<file path="config.mk">
export PLATFORM = sky130hd
export DESIGN_NAME = dreq_issue_stage
export DESIGN_NICKNAME = d
export VERILOG_FILES = /design/src/rtl/cpu_defs_pkg.sv /design/src/rtl/dreq_tag_fifo.sv /design/src/rtl/dreq_issue_stage.sv
export SDC_FILE = /design/constraint.sdc
export NUM_CORES = 1
export LEC_CHECK = 0
export CORE_ASPECT_RATIO = 0.8
export CORE_MARGIN = 8
export CORE_UTILIZATION = 37
export CTS_BUF_LIST = sky130_fd_sc_hd__clkbuf_16
export DETAILED_ROUTE_END_ITERATION = 7
export PLACE_DENSITY = 0.88
export SYNTH_ARGS = -nofsm -noshare
export SYNTH_HDL_FRONTEND = slang
export SYNTH_SLANG_ARGS = --single-unit
</file>
<file path="constraint.sdc">
create_clock -name clk -period 5.1 [get_ports clk]
set_input_delay 1.53 -clock clk [delete_from_list [all_inputs] [get_ports clk]]
set_output_delay 1.53 -clock clk [all_outputs]
set_load 0.05 [all_outputs]
</file>
<file path="src/rtl/cpu_defs_pkg.sv">
// Shared CPU definitions: access-size encoding, address-error exception codes
// and the data-request tag carried from issue to response.
package cpu_defs;

  localparam logic [1:0] SZ_BYTE = 2'd0;
  localparam logic [1:0] SZ_HALF = 2'd1;
  localparam logic [1:0] SZ_WORD = 2'd2;

  localparam logic [4:0] EXC_ADEL = 5'd4;
  localparam logic [4:0] EXC_ADES = 5'd5;

  typedef struct packed {
    logic       load;
    logic [1:0] off;
    logic [1:0] size;
  } dreq_tag_t;

  localparam int unsigned TAG_W = $bits(dreq_tag_t);

  // Encoding 3 is an alias for a word access.
  function automatic logic [1:0] norm_size(input logic [1:0] s);
    return (s == 2'd3) ? SZ_WORD : s;
  endfunction

endpackage

</file>
<file path="src/rtl/dreq_tag_fifo.sv">
// In-order tag FIFO for outstanding data requests; the head is visible
// combinationally so the response path can align returned data.
module dreq_tag_fifo #(
  parameter int unsigned DEPTH = 4,
  parameter int unsigned TAG_W = 5
) (
  input  logic                     clk,
  input  logic                     reset,
  input  logic                     push_i,
  input  logic [TAG_W-1:0]         tag_i,
  input  logic                     pop_i,
  output logic [TAG_W-1:0]         head_o,
  output logic [$clog2(DEPTH):0]   cnt_o
);

  localparam int unsigned PTR_W = $clog2(DEPTH);
  localparam int unsigned CNT_W = PTR_W + 1;

  logic [TAG_W-1:0] mem_q [DEPTH];
  logic [PTR_W-1:0] wr_ptr_q, wr_ptr_d;
  logic [PTR_W-1:0] rd_ptr_q, rd_ptr_d;
  logic [CNT_W-1:0] cnt_q, cnt_d;
  logic             pop_ok;

  // A pop against an empty FIFO is a stray response and is dropped.
  always_comb begin
    pop_ok   = pop_i & (cnt_q != '0);
    wr_ptr_d = wr_ptr_q;
    rd_ptr_d = rd_ptr_q;
    cnt_d    = cnt_q;
    if (push_i) wr_ptr_d = wr_ptr_q + PTR_W'(1);
    if (pop_ok) rd_ptr_d = rd_ptr_q + PTR_W'(1);
    if (push_i & ~pop_ok)      cnt_d = cnt_q + CNT_W'(1);
    else if (~push_i & pop_ok) cnt_d = cnt_q - CNT_W'(1);
  end

  always_ff @(posedge clk) begin
    if (reset) begin
      wr_ptr_q <= '0;
      rd_ptr_q <= '0;
      cnt_q    <= '0;
    end else begin
      wr_ptr_q <= wr_ptr_d;
      rd_ptr_q <= rd_ptr_d;
      cnt_q    <= cnt_d;
    end
  end

  always_ff @(posedge clk) begin
    if (push_i & ~reset) mem_q[wr_ptr_q] <= tag_i;
  end

  assign head_o = mem_q[rd_ptr_q];
  assign cnt_o  = cnt_q;

endmodule

</file>
<file path="src/rtl/dreq_issue_stage.sv">
// Data-request issue stage: holds one instruction, checks alignment, issues
// memory requests and tracks outstanding requests in an in-order tag FIFO.
module dreq_issue_stage
  import cpu_defs::*;
#(
  parameter int unsigned ADDR_W = 32,
  parameter int unsigned DEPTH  = 4
) (
  input  logic                    clk,
  input  logic                    reset,
  input  logic                    in_valid,
  output logic                    in_ready,
  input  logic                    in_load,
  input  logic                    in_store,
  input  logic [1:0]              in_size,
  input  logic [ADDR_W-1:0]       in_addr,
  input  logic [31:0]             in_wdata,
  input  logic                    in_ex,
  input  logic                    flush,
  output logic                    out_valid,
  input  logic                    out_ready,
  output logic                    out_ex,
  output logic [4:0]              out_exccode,
  output logic [ADDR_W-1:0]       out_badvaddr,
  output logic                    out_issued,
  output logic                    req,
  output logic                    req_wr,
  output logic [1:0]              req_size,
  output logic [3:0]              req_wstrb,
  output logic [ADDR_W-1:0]       req_addr,
  output logic [31:0]             req_wdata,
  input  logic                    req_addr_ok,
  input  logic                    resp_ok,
  output logic                    resp_load,
  output logic [1:0]              resp_off,
  output logic [1:0]              resp_size,
  output logic [$clog2(DEPTH):0]  busy_cnt
);

  localparam int unsigned CNT_W = $clog2(DEPTH) + 1;

  logic              valid_q, valid_d;
  logic              load_q, load_d;
  logic              store_q, store_d;
  logic              ex_q, ex_d;
  logic [1:0]        size_q, size_d;
  logic [ADDR_W-1:0] addr_q, addr_d;
  logic [31:0]       wdata_q, wdata_d;

  logic       vld, mem_op, misalign, addr_err, go;
  logic [1:0] sz;
  dreq_tag_t  push_tag, head_tag;

  // Handshake, exception and request qualification; reset masks the held entry.
  always_comb begin
    vld          = valid_q & ~reset;
    mem_op       = load_q | store_q;
    sz           = norm_size(size_q);
    misalign     = ((sz == SZ_HALF) & addr_q[0]) | ((sz == SZ_WORD) & (|addr_q[1:0]));
    addr_err     = vld & ~ex_q & mem_op & misalign;
    out_ex       = vld & (ex_q | (mem_op & misalign));
    out_exccode  = '0;
    if (addr_err) out_exccode = load_q ? EXC_ADEL : EXC_ADES;
    out_badvaddr = addr_q;
    req          = vld & mem_op & ~out_ex & ~flush & out_ready & (busy_cnt < CNT_W'(DEPTH));
    out_issued   = req & req_addr_ok;
    go           = out_issued | ~mem_op | out_ex;
    out_valid    = vld & go;
    in_ready     = ~vld | (go & out_ready);
  end

  // Request channel payload: lane strobes and replicated store data.
  always_comb begin
    req_wr    = store_q;
    req_size  = sz;
    req_addr  = addr_q;
    req_wstrb = 4'h0;
    req_wdata = wdata_q;
    case (sz)
      SZ_BYTE: begin
        req_wstrb = 4'b0001 << addr_q[1:0];
        req_wdata = {4{wdata_q[7:0]}};
      end
      SZ_HALF: begin
        req_wstrb = 4'b0011 << {addr_q[1], 1'b0};
        req_wdata = {2{wdata_q[15:0]}};
      end
      default: req_wstrb = 4'hF;
    endcase
    if (!store_q) req_wstrb = 4'h0;
  end

  always_comb begin
    valid_d = valid_q;
    load_d  = load_q;
    store_d = store_q;
    ex_d    = ex_q;
    size_d  = size_q;
    addr_d  = addr_q;
    wdata_d = wdata_q;
    if (in_ready) begin
      valid_d = in_valid;
      load_d  = in_load;
      store_d = in_store;
      ex_d    = in_ex;
      size_d  = in_size;
      addr_d  = in_addr;
      wdata_d = in_wdata;
    end
    if (flush) valid_d = 1'b0;
  end

  always_ff @(posedge clk) begin
    if (reset) valid_q <= 1'b0;
    else       valid_q <= valid_d;
  end

  always_ff @(posedge clk) begin
    load_q  <= load_d;
    store_q <= store_d;
    ex_q    <= ex_d;
    size_q  <= size_d;
    addr_q  <= addr_d;
    wdata_q <= wdata_d;
  end

  always_comb begin
    push_tag      = '0;
    push_tag.load = load_q;
    push_tag.off  = addr_q[1:0];
    push_tag.size = sz;
  end

  dreq_tag_fifo #(
    .DEPTH (DEPTH),
    .TAG_W (TAG_W)
  ) u_tag_fifo (
    .clk    (clk),
    .reset  (reset),
    .push_i (out_issued),
    .tag_i  (push_tag),
    .pop_i  (resp_ok),
    .head_o (head_tag),
    .cnt_o  (busy_cnt)
  );

  assign resp_load = head_tag.load;
  assign resp_off  = head_tag.off;
  assign resp_size = head_tag.size;

endmodule

</file>
# Word level (Yosys, flattened, before mapping)
# Memories as Yosys holds them, arrays and structs flattened. A register that Yosys moved wholly into a read port is not among the register bits.
# Index checks and enable logic that the tools add are counted.
# Widths: inputs -> output; s select.
dict set report word_totals {
  register_bits 77
  ramBits 20
  input_bits 76
  output_inout_bits 121
  wordCells 72
  memories 1
}
dict set report op_classes {
  add_sub_neg 4
  order_cmp 1
  eq_ne 3
  shift 2
  mux 12
  n_bitwise 34
  reduce_logical 5
}
# memory words width rd rd_clocked_by_memory_dff write_ports line_no
set mem_list {}
lappend mem_list {u_tag_fifo.mem_q 4 5 1 1 1 dreq_tag_fifo.sv:19} ;# logic [TAG_W-1:0] mem_q [DEPTH];
# operator count
set ops {}
lappend ops {{$pmux 32 s2} 1}
lappend ops {{$and 1x1->1} 20}
lappend ops {{$mux 3} 3}
lappend ops {{$not 1->1} 8}
lappend ops {{$pmux 4 s2} 1}
lappend ops {{$mux 2} 3}
lappend ops {{$or 1x1->1} 6}
lappend ops {{$add 2x1->2 const B} 2}
lappend ops {{$eq 2x2->1 const B} 2}
lappend ops {{$mux 4} 1}
lappend ops {{$reduce_or 2->1} 2}
lappend ops {{$shl 1x2->4 const A} 1}
lappend ops {{$shl 2x2->4 const A} 1}
lappend ops {{$add 3x1->3 const B} 1}
lappend ops {{$lt 3x3->1 const B} 1}
lappend ops {{$mux 1} 3}
lappend ops {{$reduce_bool 3->1} 1}
lappend ops {{$sub 3x1->3 const B} 1}
lappend ops {{$eq 2x1->1 const B} 1}
lappend ops {{$logic_not 2->1} 1}
lappend ops {{$reduce_bool 2->1} 1}

# Longest topological paths before layout
dict set report depth {
  ltp_word 18
  depth_mapped 10
}

# Cells and area by module
# A second synthesis with hierarchy kept.
dict set report hier_totals {
  hier_cells 267
  hier_area_um2 4190.3
}
# module instances cells_each area_per_inst_um2 seq_area_each_um2
set by_module_without_submodules {}
lappend by_module_without_submodules {dreq_issue_stage 1 198 3011.6 2092.0}
lappend by_module_without_submodules {dreq_tag_fifo 1 69 1178.6 780.7}

# Worst setup path after synthesis
# No wires, ideal clock.
dict set report synth_timing {
  kind {input -> output}
  startpoint {in flush}
  endpoint {out in_ready}
  t_arrival_ns 3.836
  required_ns 3.570
  setup_slack_ns -0.266
  stages 4
  n_path_buf 0
  cell_sequence {and4bb_4 or4b_4 nand2_1 nand2_1}
}
dict set report synth_via {
  elab_chain_len 9
}
# item line_no
set synth_lines {}
lappend synth_lines {{start, declared} dreq_issue_stage.sv:19} ;# input logic flush,
lappend synth_lines {{$not 1->1} dreq_issue_stage.sv:65} ;# req = vld & mem_op & ~out_ex & ~flush & out_ready & (busy_cnt < CNT_W'(DEPTH));
lappend synth_lines {{$and 1x1->1 (3 in a row)} dreq_issue_stage.sv:65}
lappend synth_lines {{$and 1x1->1} dreq_issue_stage.sv:66} ;# out_issued = req & req_addr_ok;
lappend synth_lines {{$or 1x1->1 (2 in a row)} dreq_issue_stage.sv:67} ;# go = out_issued | ~mem_op | out_ex;
lappend synth_lines {{$and 1x1->1} dreq_issue_stage.sv:69} ;# in_ready = ~vld | (go & out_ready);
lappend synth_lines {{$or 1x1->1} dreq_issue_stage.sv:69}
lappend synth_lines {{end, declared} dreq_issue_stage.sv:12} ;# output logic in_ready,
# No other way between the ends.

# Final worst setup path
# Same ends and word-level chain as after synthesis.

==> results by group <==
STA
  • Max-slew headroom: roughly two fifths
  • RSZ-0062 raised after global routing: no
  • FMAX: between 0.2 and 0.25 GHz
  • Final Critical Period: a little under 5000 ps
  • Final Hold Violating Endpoints: 0
  • Final Max Tran Viols: 0
  • Tcrit/Tclk final: 94.4%
  • Final setup fails: 0
  • Least-Margin Pin Slew: approximately 880 ps
  • Clk_skew: between 9 and 10 ps
  • Setup_tns: 0 ps

Global routing
  • Total track usage: 14.6%
  • First-pass GRT wire length: between 15,000 and 20,000 um
  • Largest net degree at the start of global routing: 69
  • Gr ovfl total: 0
  • Number of global-route vias before repair: a little under 3,000
  • Initial antenna violation count: 0

Critical path
  • Worst Setup End Kind: output pin
  • Crit path kind: primary input to output pin
  • WP data arrival: between 3000 and 4000 ps
  • Critical path required time: 3570 ps
  • CP Launch Type: primary input
  • CP Max Fanout: 8

Layout
  • Synth-to-layout area growth: 50.9%
  • Commonest non-fill, non-tap cell in the layout: clkdlybuf4s50_1
  • Nets: a little over 500
  • Fin util: 57.4%
  • Most frequent cells in the layout: 186 x clkdlybuf4s50_1, 89 x edfxtp_1, 16 x mux2_2, 14 x nor2_1
  • Filler Cells Inserted: roughly 860
  • Layout cell share with drive strength beyond 1: roughly an eighth
  • N_diodes: 0

Clock tree
  • Post_cts resized: 0
  • CTS tree: done
  • Worst-skew pair later-pin latency: between 300 and 400 ps
  • Reg clk slew, reported paths: approximately 70 ps
  • Clk sink count: 99
  • Num CTS Buffers: 9
  • CTS max path bufs: 2
  • # Post-CTS Setup Buffers: 0
  • Max H-tree Level: 3
  • Clk root buf: clkbuf_16
  • Hold bufs inserted after CTS: 0

Pwr
  • Maximum vdd ir drop: between 0.2 and 0.25 mV
  • P_leak: between 2 and 2.5 nW
  • Sw Pwr: approximately 750 uW
  • Switching share of power: about 33%
  • Pwr Density: 362 nW/um^2
  • Clock power share: between 20% and 30%
  • Cell internal pwr: around 1.5 mW
  • Gate power share: between 20% and 30%
  • Seq pwr share: a little over two fifths

Synth
  • Most common flop cell mapped by yosys: edfxtp_1
  • Cell variety after synth: 32
  • Share of the synthesized area in the top cell type: around 64%
  • Cells after Synth: 266
  • Yosys reg bits: 99
  • Fraction of registers with async set/reset: 0%
  • Avg Cell Area, Syn: 15.6 um^2
  • Post-synthesis sequential area ratio: between 60 and 70%
  • EDFF count, synth: between 80 and 90
  • Ranking of synthesized cells by area: edfxtp_1 64%, buf_4 8.0%, dfxtp_1 4.8%
  • Area leader, netlist: edfxtp_1
  • Synthesis Warnings: 0
  • Mapped Area: between 4000 and 5000 um^2

Run
  • Maxcap violations: 0

Outcome
  • Status: complete, no violations

Route
  • Initial DRC count: ~140
  • Vias/cell: 4.58
  • Routed WL: ~11,000 um
  • Post-DRT Antenna Nets: 0
  • Drc violations: 0
  • DR vias: between 2,000 and 3,000
  • DR WL/cell: between 15 and 20 um
  • Drt first pass iters: 4

Die
  • Die area: between 10,000 and 15,000 um^2
  • Die width: around 130 um
  • Initial Util: 38.1%
  • Row count: 34
  • Core area: approximately 11,000 um^2
  • Die height: roughly 110 um
  • Num ports: between 150 and 200

Place
  • Placer Congestion: around 0.74
  • Hpwl dp: 8500 um
  • PortBufs: about 190

Worst hold path
  • Worst min path class: flop to flop
-- metal layers --
metal  part of all wire, %  vias to the layer above  track usage (%)
met5                     0                        -                0
met4                   1.3                        0             4.03
met3                    10                       11             7.97
met2                    55                      106             27.5
met1                    34                     1272             13.1
li1                      -                     1236                -
-- logic make-up (layout without fill, tap and decap cells) --
kind of cell	count (synthesis)	after routing	synth area share [%]
compound gates	23	23	3.35
xor+xnor	4	4	0.845
fa+ha+maj	6	6	1.99
buf+inv	56	217	9.12
flops	99	99	69.3
mux	30	30	9.24
other cells	1	3	0.0905
simple gates	47	47	6.04
-- per-stage QoR --
stage	area (um^2)	power (mW)	hold WS [ps]	worst slack, ps	instances
4_1_cts	6250	2.29	534	262	573
2_1_floorplan	4150	1.42	483	398	268
6_report	6250	2.27	533	284	573
5_1_grt	6250	2.35	558	213	573
3_3_place_gp	5970	1.63	505	300	557
3_5_place_dp	5970	1.64	514	266	557
-- final timing paths --
check	start	end	slack, ps	depth (start not counted)
worst max-delay path	flush	in_ready	280	6
worst min register to register	u_tag_fifo.rd_ptr_q[1]	flop	530	2
worst max register to register	size_q[1]	u_tag_fifo.cnt_o[2]	2250	10
worst min-delay path	u_tag_fifo.rd_ptr_q[1]	flop	530	2
-- critical path: stages --
cell and delay [ps]:
clkdlybuf4s50_1 500, and4bb_4 270, or4b_4 540, nand2_1 150, nand2_4 90, buf_4 200
-- power by group through the flow --
stage | Sequential [mW] | Clock (mW) | Combinational (mW)
2_1_floorplan | 1.08 | 0 | 0.340
3_3_place_gp | 1.00 | 0 | 0.626
3_5_place_dp | 1.01 | 0 | 0.634
4_1_cts | 0.993 | 0.659 | 0.636
5_1_grt | 1.00 | 0.688 | 0.658
6_report | 0.992 | 0.642 | 0.631
-- cell usage after synthesis (all sizes together), types with 2 or more instances --
master   n
inv      4
nor2b    4
and3     5
nand2b   3
ha       5
and4bb   2
nand2   11
nor2    14
buf     47
xor2     4
o21a     5
and2     2
mux4     5
clkbuf   5
edfxtp  89
dfxtp   10
o31ai    2
mux2i    9
nor3     2
a21oi    4
o21ai   10
mux2    16
nand3    2
-- cell type report --
class / count / area, um^2 / area share (%)
Clock buffer: 9 / 225 / 3.60
Clock inverter: 7 / 58.8 / 0.940
Inverter: 4 / 15.0 / 0.240
Multi-Input combinational cell: 113 / 908 / 14.5
Sequential cell: 99 / 2870 / 45.9
Tap cell: 144 / 180 / 2.88
Timing Repair Buffer: 197 / 1990 / 31.9
-- flip-flops by register name, indices dropped and copies added (netlist names), named ones only --
name	cells
out_badvaddr	32
wdata_q	32
u_tag_fifo.mem_q	20
u_tag_fifo.cnt_o	3
size_q	2
u_tag_fifo.rd_ptr_q	2
u_tag_fifo.wr_ptr_q	2
ex_q	1
load_q	1
req_wr	1
valid_q	1
Note: power is estimated with default switching activity, not from simulation.
